`src/rtl/logic_pipe_pkg.sv`:
```
// Shared types for the logic_pipe block: 3-bit bitwise op select and pipeline depth.
package logic_pipe_pkg;

  typedef enum logic [2:0] {
    OP_AND  = 3'd0,
    OP_OR   = 3'd1,
    OP_XOR  = 3'd2,
    OP_NAND = 3'd3,
    OP_NOR  = 3'd4,
    OP_XNOR = 3'd5,
    OP_NOTA = 3'd6,
    OP_PASA = 3'd7
  } op_e;

  localparam int STAGES = 2;

endpackage

```
`src/rtl/logic_op_unit.sv`:
```
// logic_op_unit: combinational bitwise op decode, a/b/op -> y over WIDTH bits.
module logic_op_unit
  import logic_pipe_pkg::*;
#(
  parameter int WIDTH = 8
) (
  input  logic [WIDTH-1:0] a,
  input  logic [WIDTH-1:0] b,
  input  logic [2:0]       op,
  output logic [WIDTH-1:0] y
);

  always_comb begin
    y = '0;
    case (op_e'(op))
      OP_AND:  y = a & b;
      OP_OR:   y = a | b;
      OP_XOR:  y = a ^ b;
      OP_NAND: y = ~(a & b);
      OP_NOR:  y = ~(a | b);
      OP_XNOR: y = ~(a ^ b);
      OP_NOTA: y = ~a;
      OP_PASA: y = a;
      default: y = '0;
    endcase
  end

endmodule

```
`src/rtl/logic_pipe.sv`:
```
// logic_pipe: two-stage valid/ready bitwise pipeline with a delivered-result counter.
// Define LOGIC_PIPE_FLAGS_EN to register out_zero/out_par alongside y; otherwise both tie to 0.
module logic_pipe
  import logic_pipe_pkg::*;
#(
  parameter int WIDTH = 8,
  parameter int CNT_W = 16
) (
  input  logic             clk,
  input  logic             rst_n,
  input  logic             in_valid,
  output logic             in_ready,
  input  logic [WIDTH-1:0] a,
  input  logic [WIDTH-1:0] b,
  input  logic [2:0]       op,
  output logic             out_valid,
  input  logic             out_ready,
  output logic [WIDTH-1:0] y,
  output logic             out_zero,
  output logic             out_par,
  output logic [CNT_W-1:0] res_cnt
);

  typedef struct packed {
    logic [2:0]       op;
    logic [WIDTH-1:0] a;
    logic [WIDTH-1:0] b;
  } s1_req_t;

  logic [STAGES:1] vld_pipe;
  s1_req_t         s1_q;
  logic [WIDTH-1:0] s1_y;
  logic [WIDTH-1:0] y_q;
  logic [CNT_W-1:0] cnt_q;
  logic            s2_free, s2_load, s1_load, deliver;

  // S2 frees up when empty or its result leaves this cycle; S1 then drains into it.
  assign s2_free  = !vld_pipe[2] || out_ready;
  assign s2_load  = vld_pipe[1] && s2_free;
  assign in_ready = !vld_pipe[1] || s2_load;
  assign s1_load  = in_valid && in_ready;
  assign deliver  = vld_pipe[2] && out_ready;

  logic_op_unit #(.WIDTH(WIDTH)) u_op (
    .a  (s1_q.a),
    .b  (s1_q.b),
    .op (s1_q.op),
    .y  (s1_y)
  );

  always_ff @(posedge clk or negedge rst_n) begin
    if (!rst_n) begin
      vld_pipe <= '0;
      s1_q     <= '0;
      y_q      <= '0;
      cnt_q    <= '0;
    end else begin
      if (in_ready) vld_pipe[1] <= in_valid;
      if (s1_load)  s1_q <= '{op: op, a: a, b: b};
      if (s2_free)  vld_pipe[2] <= vld_pipe[1];
      if (s2_load)  y_q <= s1_y;
      if (deliver)  cnt_q <= cnt_q + CNT_W'(1);
    end
  end

`ifdef LOGIC_PIPE_FLAGS_EN
  logic zero_q, par_q;

  always_ff @(posedge clk or negedge rst_n) begin
    if (!rst_n) begin
      zero_q <= 1'b0;
      par_q  <= 1'b0;
    end else if (s2_load) begin
      zero_q <= (s1_y == '0);
      par_q  <= ^s1_y;
    end
  end

  assign out_zero = zero_q;
  assign out_par  = par_q;
`else
  assign out_zero = 1'b0;
  assign out_par  = 1'b0;
`endif

  assign out_valid = vld_pipe[2];
  assign y         = y_q;
  assign res_cnt   = cnt_q;

endmodule
```
`config.mk`:
```
export PLATFORM = sky130hd
export DESIGN_NAME = logic_pipe
export DESIGN_NICKNAME = d
export VERILOG_FILES = /design/src/rtl/logic_pipe_pkg.sv /design/src/rtl/logic_op_unit.sv /design/src/rtl/logic_pipe.sv
export SDC_FILE = /design/constraint.sdc
export NUM_CORES = 1
export LEC_CHECK = 0
export BUFFER_PORTS_ARGS = -buffer_cell sky130_fd_sc_hd__buf_2
export CELL_PAD_IN_SITES_DETAIL_PLACEMENT = 1
export CELL_PAD_IN_SITES_GLOBAL_PLACEMENT = 1
export CORE_MARGIN = 3
export CORE_UTILIZATION = 46
export DETAILED_ROUTE_END_ITERATION = 7
export GPL_TIMING_DRIVEN = 0
export HOLD_SLACK_MARGIN = 0.15
export PLACE_DENSITY_LB_ADDON = 0.1
export SLEW_MARGIN = 20
export SYNTH_ARGS = -nofsm -noshare
export SYNTH_HDL_FRONTEND = slang
export SYNTH_SLANG_ARGS = --single-unit
```
`constraint.sdc`:
```
create_clock -name clk -period 3.8 [get_ports clk]
set_input_delay 0.76 -clock clk [delete_from_list [all_inputs] [get_ports clk]]
set_output_delay 0.76 -clock clk [all_outputs]
set_load 0.03 [all_outputs]
```
# --- After elaboration in Yosys (flattened, before gate mapping) ---
# Cells that the tools add are included.
op_classes:
  bitwise_logic: 7
  n_eq_ne: 7
  n_addsub: 1
  reduce_logical: 8
  n_mux: 1
op_table:
  columns: ["operator", "count"]
  rows:
  - ["$pmux 8 s8", 1]
  - ["$not 8->8", 4]
  - ["$add 16x1->16 const B", 1]
  - ["$eq 3x3->1 const B", 4]
  - ["$and 8x8->8", 1]
  - ["$or 8x8->8", 1]
  - ["$xor 8x8->8", 1]
  - ["$eq 3x2->1 const B", 2]
  - ["$eq 3x1->1 const B", 1]
  - ["$logic_and 1x1->1", 3]
  - ["$logic_not 3->1", 1]
  - ["$logic_not 1->1", 2]
  - ["$logic_or 1x1->1", 2]
totals:
  out_inout_bits: 28
  regBits: 45
  input_bits: 23

# --- Depth between registers and ports, before layout ---
depth:
  word_depth: 5
  ltp_mapped: 6
  mapped_depth_nobuf: 6

# --- Hierarchy ---
# From an unflattened synthesis, not the netlist that was laid out.
unflattened:
  hier_cells: 242
  hier_area_um2: 2751.4
by_module_without_submodules:
  columns: ["module", "cells_each", "area_per_inst_um2", "seq_area_each_um2", "instances"]
  rows:
  - ["logic_pipe", 121, 1798.0, 1126.1, 1]
  - ["logic_op_unit", 121, 953.4, 0.0, 1]

# --- Worst setup path before layout ---
# Ideal clock, no wire load.
synth_path:
  path_type: "input port to flip-flop"
  startpoint: "input port out_ready"
  endpoint: "register s1_q[10] in the netlist's numbering"
  path_buffers: 1
  stages: 4
  required_time_ns: 3.675
  slack_ns: 1.845
  setup_time_ns: 0.125
  arrival_time_ns: 1.830
  path_cell_list: "nand3b_2 -> nand2_4 -> buf_4 -> mux2_2"
synth_via:
  elab_chain_len: 4
synth_rtl:
  columns: ["element", "line_no", "source"]
  rows:
  - ["start: declaration", "logic_pipe.sv:17", "input logic out_ready,"]
  - ["$logic_or 1x1->1", "logic_pipe.sv:38", "assign s2_free = !vld_pipe[2] || out_ready;"]
  - ["$logic_and 1x1->1", "logic_pipe.sv:39", "assign s2_load = vld_pipe[1] && s2_free;"]
  - ["$logic_or 1x1->1", "logic_pipe.sv:40", "assign in_ready = !vld_pipe[1] || s2_load;"]
  - ["$logic_and 1x1->1", "logic_pipe.sv:41", "assign s1_load = in_valid && in_ready;"]
  - ["end signal: assignment", "logic_pipe.sv:59", "if (s1_load) s1_q <= '{op: op, a: a, b: b};"]
  - ["end: declaration", "logic_pipe.sv:31", "s1_req_t s1_q;"]
# No other way between the ends.
# A chain may end at the register's enable or synchronous reset.

# --- Worst setup path after layout ---
layout_path:
  startpoint: "input port out_ready"
  endpoint: "output port in_ready"
layout_via:
  elab_chain_len: 3
layout_rtl:
  columns: ["element", "line_no", "source"]
  rows:
  - ["$logic_or 1x1->1", "logic_pipe.sv:38", null]
  - ["$logic_and 1x1->1", "logic_pipe.sv:39", null]
  - ["$logic_or 1x1->1", "logic_pipe.sv:40", null]
  - ["end: declaration", "logic_pipe.sv:12", "output logic in_ready,"]
# No other way between the ends.

==> reports/qor.yml <==
run_status:
  outcome: "complete, no violations"
timing:
  tightest_slew_ns: 0.582
  max_slew_margin_pct: 61.2
  period_share_pct: 55.0
  fin_tns_setup_ns: 0
  whs_ns: 0.444
  drv_slew: 0
  clock_skew_ns: 0.00363
  rsz0062_at_grt: "no"
  setup_viol: 0
  fin_crit_ns: 2.09
  hold_viol: 0
  max_freq_mhz: 478
finish:
  drive_above_1_share_pct: 30.5
  finish.instance_area_mm2: 0.00308
  layoutNonFillerInstCount: 378
  nets: 347
  antenna-diode-count: 0
  final_common_cell: "buf_2"
  syn2layout_area_growth_pct: 16.9
  mostFrequentLayoutCells: "51 x buf_2, 45 x dfrtp_1, 21 x nand2b_1, 19 x mux2_2"
drt:
  dr.pass1.iters: 4
  via_count: 2033
  ant_nets: 0
  drt_iter0_markers: 105
  routed_wl_um: 6440
  wire_per_inst_um: 17.0
  viasPerCell: 5.38
  drcViolationCount: 0
global_routing:
  grt_pass1_vias: 2195
  grt_max_degree: 46
  grt_use_total_pct: 21.2
  antenna_found_initial: 0
  grt_pass1_wl_um: 10800
  overflow: 0
synth:
  synth_top_area_share_pct: 42.7
  synthDistinctLibCells: 50
  synth_top_area_cell: "dfrtp_1"
  syn-cell-area_mm2: 0.00264
  ys_warn_count: 0
  synthCells: 251
  ys_ff_latch: 45
  ys.flop_type: "dfrtp_1"
  synth_edf_count: 0
  ys_async_sr_fraction_pct: 100
  avgSynthCellArea_um2: 10.5
  yosysSeqAreaShare_pct: 42.7
  netlist_top_cells_area: "dfrtp_1 43%, mux2_2 8.1%, ha_1 8.1%"
floorplanning:
  start_util_pct: 49.4
  core_area_mm2: 0.00534
  die_x_um: 81.7
  rows: 26
  ios: 51
  fp.dieArea_mm2: 0.00668
  die-height_um: 81.7
power_and_ir_drop:
  power_frac_comb_pct: 37.9
  pwr-share-clk_pct: 22.3
  p_sw_share_pct: 38.7
  p_per_area_mw_per_mm2: 539
  p_seq_share_pct: 39.8
  ir_drop_v: 0.000394
  leakage_uw: 0.00148
  p_int_uw: 1020
  p_switching_uw: 643
clocking:
  clk_pin_slew_ns: 0.09
  cts_sinks: 45
  cts_root_buf: "clkbuf_8"
  cts_max_level: 2
  cts_max_path_buffers: 2
  insertion_delay_ns: 0.30
  cts_tree: "built"
  cts_setup_buffers: 0
  cts_buffers: 5
  cts_resized: 0
  postCtsHoldBufs: 0
worst_setup_path:
  crit_required_ns: 3.04
  crit_start: "out_ready"
  arrival_ns: 1.33
  rr_startpoint: "s1_q[17]"
  crit_path_start_kind: "input pin"
  crit_path_end_kind: "output port"
  critPathKind: "input pin to output port"
  worst-path-max-fanout: 5
job:
  drv_cap: 0
min_path:
  hold_class: "input pin to async pin"
placement:
  gp_congestion: 0.818
  portBuffers: 48
  dpl_cell_area_mm2: 0.00297
  hpwl_um: 4570
  dpl.cell_count: 370
[cell type report]
| class | instances | area, um^2 |
|---|---|---|
| buffer | 13 | 91.3 |
| inverter | 17 | 63.8 |
| tap | 70 | 87.6 |
| timing repair buffer | 48 | 243 |
| clock inverter | 2 | 38.8 |
| fill | 615 | 2250 |
| clock buffer | 6 | 72.6 |
| sequential | 45 | 1130 |
| multi-input combinational | 177 | 1360 |
[cells in the mapped netlist (all sizes together), types with 2 or more instances]
cell and count:
dfrtp 45, o22ai 5, xor2 4, nor2 8, inv 17, xnor2 11, mux2 20, nor3 2
nor2b 11, or2 2, nand4 4, a311oi 2, o32ai 10, nand2 18, ha 17, o21ai 5
nand3 5, nand2b 22, o31ai 3, nand3b 3, a21oi 8, buf 12
[through the flow]
stage | total power [uW] | utilization (%) | worst slack (ns)
after global placement | 1260 | 55.7 | 1.71
after detailed placement | 1300 | 55.7 | 1.70
after CTS | 1680 | 57.7 | 1.70
final | 1660 | 57.8 | 1.71
after global routing | 1770 | 57.8 | 1.69
after floorplan | 1100 | - | 1.85
[flip-flops by register name, summed over array words and instances, names as in the netlist]
| register | cells |
|---|---|
| res_cnt | 16 |
| vld_pipe | 2 |
| s1_q | 19 |
| y | 8 |
[cells by family (layout without fill, tap and decap cells)]
family | Yosys count | count (layout) | synth area share, %
simple gates | 82 | 82 | 18.4
other cells | 1 | 2 | 0.142
flops | 45 | 45 | 42.7
compound gates | 40 | 40 | 11.0
xor+xnor | 15 | 15 | 4.98
fa+ha+maj | 17 | 17 | 8.06
buf+inv | 30 | 86 | 5.88
mux | 21 | 21 | 8.92
[layer usage]
metal | track usage (%) | share of wire (%) | routed length (um)
met5 | 0 | 0 | 0
met1 | 25.9 | 42 | 2720
met2 | 37.5 | 51 | 3310
met4 | 5.81 | 1.3 | 85
met3 | 4.71 | 5.1 | 329
[power by group through the flow]
stage / Combinational, uW / Clock, uW / Sequential [uW]
after global placement: 598 / 0 / 664
after detailed placement: 625 / 0 / 671
after global routing: 689 / 401 / 680
after CTS: 634 / 381 / 663
after floorplan: 322 / 0 / 782
final: 629 / 372 / 661
[worst max-delay path, stage by stage]
cell,delay (ns)
buf_2,0.12
nand3b_2,0.24
buf_2,0.20
[path summary, 6_finish.rpt]
kind                          endpoint  slack (ns)  depth (start not counted)
max in group asynchronous     s1_q[17]        2.95                          1
hold / removal                s1_q[15]        0.44                          1
setup / recovery              in_ready        1.71                          3
setup reg to reg                  y[4]        2.05                          6
min in group clk           res_cnt[15]        0.47                          1
hold reg to reg            res_cnt[15]        0.47                          1
No activity file was read; power rests on OpenSTA's default activity.
